`src/rtl/spi_adc_responder_pkg.sv`:
```
// Shared types and constants for the MCP300x-style SPI ADC responder.
package spi_adc_pkg;

    // Frame phases, from waiting for chip select through the trailing zeros.
    typedef enum logic [2:0] {
        IDLE,
        WAIT_START,
        CFG,
        NULL,
        MSB,
        LSB,
        TRAIL
    } state_t;

    // SGL/DIFF followed by D2..D0.
    localparam int CFG_BITS   = 4;
    localparam int ADC_DATA_W = 10;

endpackage

```
`src/rtl/spi_adc_responder_edge_sync.sv`:
```
// Multi-flop synchroniser with registered rise/fall strobes for one async pin.
module edge_sync #(
    parameter int SYNC_STAGES = 2,
    parameter bit RESET_VAL   = 1'b0
) (
    input  logic clk,
    input  logic rst_n,
    input  logic async_in,
    output logic sync_out,
    output logic rise,
    output logic fall
);

    logic [SYNC_STAGES-1:0] r_sync;
    logic                   r_prev;
    logic                   r_rise;
    logic                   r_fall;
    logic                   w_sync;

    assign w_sync   = r_sync[SYNC_STAGES-1];
    assign sync_out = w_sync;
    assign rise     = r_rise;
    assign fall     = r_fall;

    // Shift the raw pin through the metastability chain; the top bit is the safe copy.
    always_ff @(posedge clk or negedge rst_n) begin
        if (!rst_n) begin
            r_sync <= {SYNC_STAGES{RESET_VAL}};
        end else begin
            r_sync <= (r_sync << 1) | SYNC_STAGES'(async_in);
        end
    end

    // Compare against the previous synced value and register one-clk edge strobes.
    always_ff @(posedge clk or negedge rst_n) begin
        if (!rst_n) begin
            r_prev <= RESET_VAL;
            r_rise <= 1'b0;
            r_fall <= 1'b0;
        end else begin
            r_prev <= w_sync;
            r_rise <= w_sync & ~r_prev;
            r_fall <= ~w_sync & r_prev;
        end
    end

endmodule

```
`src/rtl/spi_adc_responder.sv`:
```
// SPI responder emulating an MCP300x ADC: decodes the config, requests a
// sample from local logic and shifts it back null-bit first, MSB-first.
module spi_adc_responder
    import spi_adc_pkg::*;
#(
    parameter int DATA_W      = ADC_DATA_W,
    parameter int CH_W        = 3,
    parameter int SYNC_STAGES = 2,
    parameter bit LSB_TAIL    = 1'b1
) (
    input  logic              clk,
    input  logic              rst_n,
    input  logic              ad_clk,
    input  logic              cs,
    input  logic              din,
    output logic              dout,
    output logic              dout_oe,
    output logic              sample_req,
    output logic [CH_W-1:0]   sample_ch,
    output logic              sample_sgl,
    input  logic [DATA_W-1:0] sample_data,
    output logic              frame_done,
    output logic              frame_err,
    output logic              busy
);

    localparam logic [3:0] LAST_CFG = 4'(CFG_BITS - 1);
    localparam logic [3:0] TOP_BIT  = 4'(DATA_W - 1);

    state_t              r_state;
    state_t              w_next;
    logic [3:0]          r_cnt;
    logic [DATA_W-1:0]   r_shift;
    logic                r_dout;
    logic                r_b0_sent;
    logic                r_sgl_cap;
    logic [CH_W-1:0]     r_ch_cap;
    logic [CH_W-1:0]     r_sample_ch;
    logic                r_sample_sgl;
    logic                r_sample_req;
    logic                r_frame_done;
    logic                r_frame_err;

    logic                w_clk_sync;
    logic                w_clk_rise;
    logic                w_clk_fall;
    logic                w_cs_hi;
    logic                w_cs_rise;
    logic                w_cs_fall;
    logic                w_din;
    logic                w_din_rise;
    logic                w_din_fall;
    logic                w_abort;
    logic [CH_W-1:0]     w_ch_next;
    logic                w_unused_strobes;

    edge_sync #(.SYNC_STAGES(SYNC_STAGES), .RESET_VAL(1'b0)) u_sync_clk (
        .clk      (clk),
        .rst_n    (rst_n),
        .async_in (ad_clk),
        .sync_out (w_clk_sync),
        .rise     (w_clk_rise),
        .fall     (w_clk_fall)
    );

    // cs resets to the deselected level so reset release never looks like a new frame.
    edge_sync #(.SYNC_STAGES(SYNC_STAGES), .RESET_VAL(1'b1)) u_sync_cs (
        .clk      (clk),
        .rst_n    (rst_n),
        .async_in (cs),
        .sync_out (w_cs_hi),
        .rise     (w_cs_rise),
        .fall     (w_cs_fall)
    );

    edge_sync #(.SYNC_STAGES(SYNC_STAGES), .RESET_VAL(1'b0)) u_sync_din (
        .clk      (clk),
        .rst_n    (rst_n),
        .async_in (din),
        .sync_out (w_din),
        .rise     (w_din_rise),
        .fall     (w_din_fall)
    );

    // Only the ad_clk strobes, cs level and din level drive the frame logic.
    assign w_unused_strobes = ^{w_clk_sync, w_cs_rise, w_cs_fall, w_din_rise, w_din_fall};

    assign w_ch_next = (r_ch_cap << 1) | CH_W'(w_din);
    assign w_abort   = w_cs_hi && (r_state == CFG || r_state == NULL || r_state == MSB);

    assign sample_req = r_sample_req;
    assign sample_ch  = r_sample_ch;
    assign sample_sgl = r_sample_sgl;
    assign frame_done = r_frame_done;
    assign frame_err  = r_frame_err;

    // State register.
    always_ff @(posedge clk or negedge rst_n) begin
        if (!rst_n) begin
            r_state <= IDLE;
        end else begin
            r_state <= w_next;
        end
    end

    // Next-state logic; a deselected cs overrides any same-cycle ad_clk edge.
    always_comb begin
        w_next = r_state;
        if (w_cs_hi) begin
            w_next = IDLE;
        end else begin
            case (r_state)
                IDLE:       w_next = WAIT_START;
                WAIT_START: if (w_clk_rise && w_din) w_next = CFG;
                CFG:        if (w_clk_rise && r_cnt == LAST_CFG) w_next = NULL;
                NULL:       if (w_clk_fall) w_next = MSB;
                MSB:        if (w_clk_rise && r_b0_sent) w_next = LSB_TAIL ? LSB : TRAIL;
                LSB:        if (w_clk_fall && r_cnt == TOP_BIT) w_next = TRAIL;
                default:    w_next = r_state;
            endcase
        end
    end

    // Output decode; dout is gated so it reads 0 whenever the pin is not driven.
    always_comb begin
        dout_oe = 1'b0;
        busy    = 1'b0;
        case (r_state)
            CFG, NULL:       busy = 1'b1;
            MSB, LSB, TRAIL: begin
                dout_oe = 1'b1;
                busy    = 1'b1;
            end
            default: ;
        endcase
        dout = r_dout & dout_oe;
    end

    // Config capture, sample latch, bit counter and the registered dout bit.
    always_ff @(posedge clk or negedge rst_n) begin
        if (!rst_n) begin
            r_cnt        <= '0;
            r_shift      <= '0;
            r_dout       <= 1'b0;
            r_b0_sent    <= 1'b0;
            r_sgl_cap    <= 1'b0;
            r_ch_cap     <= '0;
            r_sample_ch  <= '0;
            r_sample_sgl <= 1'b0;
            r_sample_req <= 1'b0;
            r_frame_done <= 1'b0;
            r_frame_err  <= 1'b0;
        end else begin
            r_sample_req <= 1'b0;
            r_frame_done <= 1'b0;
            r_frame_err  <= w_abort;
            // Local logic presents its value while sample_req is high; freeze it for the frame.
            if (r_sample_req) begin
                r_shift <= sample_data;
            end
            if (w_cs_hi) begin
                r_dout    <= 1'b0;
                r_cnt     <= '0;
                r_b0_sent <= 1'b0;
            end else begin
                case (r_state)
                    CFG: begin
                        if (w_clk_rise) begin
                            if (r_cnt == 4'd0) begin
                                r_sgl_cap <= w_din;
                            end else begin
                                r_ch_cap <= w_ch_next;
                            end
                            if (r_cnt == LAST_CFG) begin
                                r_sample_req <= 1'b1;
                                r_sample_ch  <= w_ch_next;
                                r_sample_sgl <= r_sgl_cap;
                                r_cnt        <= '0;
                            end else begin
                                r_cnt <= r_cnt + 4'd1;
                            end
                        end
                    end
                    NULL: begin
                        if (w_clk_fall) begin
                            r_dout <= 1'b0;
                            r_cnt  <= TOP_BIT;
                        end
                    end
                    MSB: begin
                        if (w_clk_fall) begin
                            r_dout <= r_shift[r_cnt];
                            if (r_cnt == 4'd0) begin
                                r_b0_sent <= 1'b1;
                            end else begin
                                r_cnt <= r_cnt - 4'd1;
                            end
                        end else if (w_clk_rise && r_b0_sent) begin
                            r_frame_done <= 1'b1;
                            r_b0_sent    <= 1'b0;
                            r_cnt        <= 4'd1;
                        end
                    end
                    LSB: begin
                        if (w_clk_fall) begin
                            r_dout <= r_shift[r_cnt];
                            r_cnt  <= r_cnt + 4'd1;
                        end
                    end
                    TRAIL: begin
                        if (w_clk_fall) begin
                            r_dout <= 1'b0;
                        end
                    end
                    default: begin
                        r_cnt     <= '0;
                        r_b0_sent <= 1'b0;
                        r_dout    <= 1'b0;
                    end
                endcase
            end
        end
    end

endmodule

```
`config.mk`:
```
export PLATFORM = sky130hd
export DESIGN_NAME = spi_adc_responder
export DESIGN_NICKNAME = d
export VERILOG_FILES = /design/src/rtl/spi_adc_responder_pkg.sv /design/src/rtl/spi_adc_responder_edge_sync.sv /design/src/rtl/spi_adc_responder.sv
export SDC_FILE = /design/constraint.sdc
export NUM_CORES = 1
export LEC_CHECK = 0
export BUFFER_PORTS_ARGS = -buffer_cell sky130_fd_sc_hd__buf_2
export CORE_ASPECT_RATIO = 1.25
export CORE_UTILIZATION = 45
export CTS_BUF_LIST = sky130_fd_sc_hd__clkbuf_4 sky130_fd_sc_hd__clkbuf_8
export CTS_CLUSTER_DIAMETER = 40
export CTS_CLUSTER_SIZE = 8
export DETAILED_ROUTE_END_ITERATION = 12
export HOLD_SLACK_MARGIN = 0.06
export PLACE_DENSITY = 0.64
export SYNTH_ARGS = -nofsm -noshare
export SYNTH_HDL_FRONTEND = slang
export SYNTH_SLANG_ARGS = --single-unit
```
`constraint.sdc`:
```
create_clock -name clk -period 3.68 [get_ports clk]
set_input_delay 0.368 -clock clk [delete_from_list [all_inputs] [get_ports clk]]
set_output_delay 0.368 -clock clk [all_outputs]
set_load 0.02 [all_outputs]
```
==> summary.txt <==
Critical path
  • Critical path launch point type: register
  • Worst setup path category: reg2out
  • Critical path's top delay family: flip-flops
  • Kind of end point of the critical path: primary output
  • Critical path arrival: ~1700 ps
  • Ordered cell list for the critical path: and3_1 -> nor2_1 -> buf_2
  • Number of logic stages on the critical path including buffering: 3
  • Largest fanout on the critical path: 24
  • Standard cell with the maximum stage delay on the critical path: dfrtp_1
  • WP data required: 3310 ps
  • Stage delay of the slowest cell on the critical path: ~800 ps
  • Buffering stage count on the worst path with inverters included: 1
  • Number of cells on the worst reg-to-reg path: 6

STA
  • Max-slew violations: 0
  • Fmax: between 400 and 500 MHz
  • Total negative slack: 0 ps
  • Share of the clock period used by the worst path after layout: 0.568
  • Minimum clock period after layout: around 2100 ps
  • Actual transition at the worst max-transition pin: around 800 ps
  • Fin Clk Skew: roughly 9 ps
  • Number of endpoints with negative hold slack in the final report: 0
  • Slew margin rel.: 0.454
  • Worst-case setup margin in the final layout: ~1600 ps
  • RSZ-0062 raised after global routing: no
  • Total of endpoints with negative setup slack in the final report: 0

CTS
  • Root Buffer: clkbuf_8
  • Hold-fix buffers, CTS: 0
  • Clock sink total: 38
  • Clock insertion delay at the later pin of the skew report: between 200 and 300 ps
  • Post-cts gate resize count: 0
  • Inserted Clock Buffers: 5
  • TritonCTS clock tree: yes
  • Reg clk slew, reported paths: 80 ps
  • # Post-CTS Setup Buffers: 0
  • Clock buffer depth: 2
  • H-tree Lvls: 2

Route
  • Final routed wire length divided by cell count: about 16 µm
  • Detailed router's first-iteration violation count: 73
  • Final ANT Viol Nets: 0
  • DRC: 0
  • Total number of vias: 1,348
  • Per-cell via count in the routed design: 5.48
  • Total wirelength of the detailed-routed design: ~3.9 mm
  • Number of iterations in the first detailed-routing pass: 4

Cells and area
  • Core occupancy in the finished layout: 0.528
  • Final std cells w/o fill: 246
  • Area added between synthesis and finish: 11.5%
  • Total Nets Final: about 210
  • Fraction of final layout cells sized beyond drive strength 1: 0.326
  • Antenna diode instance count: 0

Global route
  • Initial antenna violation count: 0
  • Global-route wire length before repair: between 6 and 7 mm
  • Global-route usage over all layers: 0.200
  • Vias in the first global route: ~1,400
  • GR Overflow Total: 0
  • Largest net degree at the start of global routing: 39

Synth
  • Largest cells by area after synthesis: dfrtp_1 (46%), mux2_2 (7.5%), a21oi_1 (3.1%)
  • Synth Register Bits: 38
  • Average footprint of a synthesized cell: around 12 µm²
  • Flip-flop cell with the highest count after synthesis: dfrtp_1
  • Post-Syn Instances: around 170
  • Sequential-to-total area share from yosys stat: 0.487
  • Share of Yosys cell area claimed by the top area cell type: 0.460
  • Count of flip-flops with a built-in enable after synthesis: 0
  • Cell taking the most area after synthesis: dfrtp_1
  • Number of library cell types mapped by synthesis: 55
  • Yosys warning total: 0
  • Synthesized area: between 1500 and 2000 µm²
  • Post-synth net total: 187
  • Proportion of synthesized flip-flops having asynchronous set or reset: 1.00

Floorplan
  • Effective utilization at floorplan: 0.474
  • Core area: roughly 4100 µm²
  • Overall die width: just over 60 µm
  • Cell Rows: 26
  • Vert. Die Dim: about 76 µm
  • Die footprint: ~4600 µm²
  • # IOs: 25

Outcome
  • Status: finished clean

Job
  • Max_cap viols: 0

Pwr
  • Total Power: approximately 1.2 mW
  • Maximum VDD drop: between 0.2 and 0.25 mV
  • Leak Pwr: 1.01 nW
  • Power density relative to cell area: approximately 560 nW/µm²

Place
  • DP Worst Slack: between 1500 and 2000 ps
  • Number of buffer cells added on primary ports: 24
  • DP Wirelength: roughly 2.8 mm
  • Inst Count DP: between 200 and 250
  • Final Wtd Congestion: ~0.92

Worst hold path
  • HP Class: in2async
==> state kept, by name (all words and copies together), names as in the netlist, 2 cells and up <==
signal,cells
r_cnt,4
u_sync_cs.r_sync,2
r_shift,10
sample_ch,3
r_state,3
u_sync_clk.r_sync,2
r_ch_cap,2
u_sync_din.r_sync,2
==> cell usage in the layout (no fill, tap or decap), types with 2 or more instances in the layout <==
cell / count
dfstp_2: 2
and4b_1: 2
a21oi_1: 12
o21ai_0: 5
mux2_2: 13
nand3_1: 2
nor2_4: 2
or2b_1: 2
nand2b_1: 4
nor2_1: 10
clkbuf_8: 6
and3_1: 2
nor3_1: 3
ha_1: 4
or3b_1: 2
nand2_1: 11
mux2_1: 4
a211oi_1: 2
dfrtp_1: 36
mux2i_1: 2
a211oi_2: 2
buf_2: 24
nor2b_1: 4
mux4_2: 2
inv_1: 3
==> through the flow <==
step | hold slack [ps] | instance area, µm²
finish | 161 | 2180
global route | 153 | 2180
CTS | 169 | 2180
detailed placement | 341 | 2090
global placement | 332 | 2090
floorplan | 72.4 | 1960
==> final cells by class <==
| class | instances | area [µm²] |
|---|---|---|
| inverters | 3 | 11.3 |
| flip-flops and latches | 38 | 953 |
| repair buffers | 24 | 120 |
| clock inverters | 2 | 12.5 |
| multi-input cells | 117 | 932 |
| fillers | 389 | 1950 |
| clock buffers | 6 | 82.6 |
| well taps | 56 | 70.1 |
==> path summary, 6_finish.rpt <==
kind	startpoint	slack (ps)	endpoint
setup / recovery	r_state[0]	1590	busy
hold / removal	rst_n	160	r_dout
setup reg to reg	r_cnt[0]	1600	r_cnt[3]
hold reg to reg	u_sync_clk.r_sync[0]	360	u_sync_clk.r_sync[1]
max in group asynchronous	rst_n	2990	r_shift[7]
min in group clk	cs	170	u_sync_cs.r_sync[0]
==> Yosys cell counts (2+ instances only) <==
cell / n
a211oi_1: 2
o21ai_0: 5
dfstp_2: 2
nor2b_1: 4
mux2_2: 13
clkbuf_1: 3
mux2_1: 4
mux2i_1: 2
or2b_1: 2
ha_1: 4
nor2_4: 2
mux4_2: 2
inv_1: 3
nor3_1: 3
buf_4: 3
a21oi_1: 12
and3_1: 2
nor2_1: 10
nand2_1: 11
nand2b_1: 4
a211oi_2: 2
nand3_1: 2
buf_2: 2
and4b_1: 2
or3b_1: 2
dfrtp_1: 36
==> power by group <==
part	total (mW)	switching, mW	internal (mW)
clock	0.302	0.151	0.151
sequential	0.560	0.0987	0.462
combinational	0.369	0.199	0.169
==> routing by layer <==
metal / wire (µm) / GRT usage / vias to the layer above
li1: - / - / 654
met1: 1740 / 0.252 / 660
met2: 2040 / 0.338 / 28
met3: 126 / 0.0509 / 6
met4: 46 / 0.0581 / 0
met5: 0 / 0 / -
==> logic make-up after synthesis <==
group,share of synthesized area
muxes,0.139
DFF,0.487
adders and majority gates,0.0256
buffers and inverters,0.0364
AOI/OAI and AO/OA,0.147
xor gates and xnor gates,0.00448
and+or+nand+nor,0.160
No activity file was read; power rests on OpenSTA's default activity.
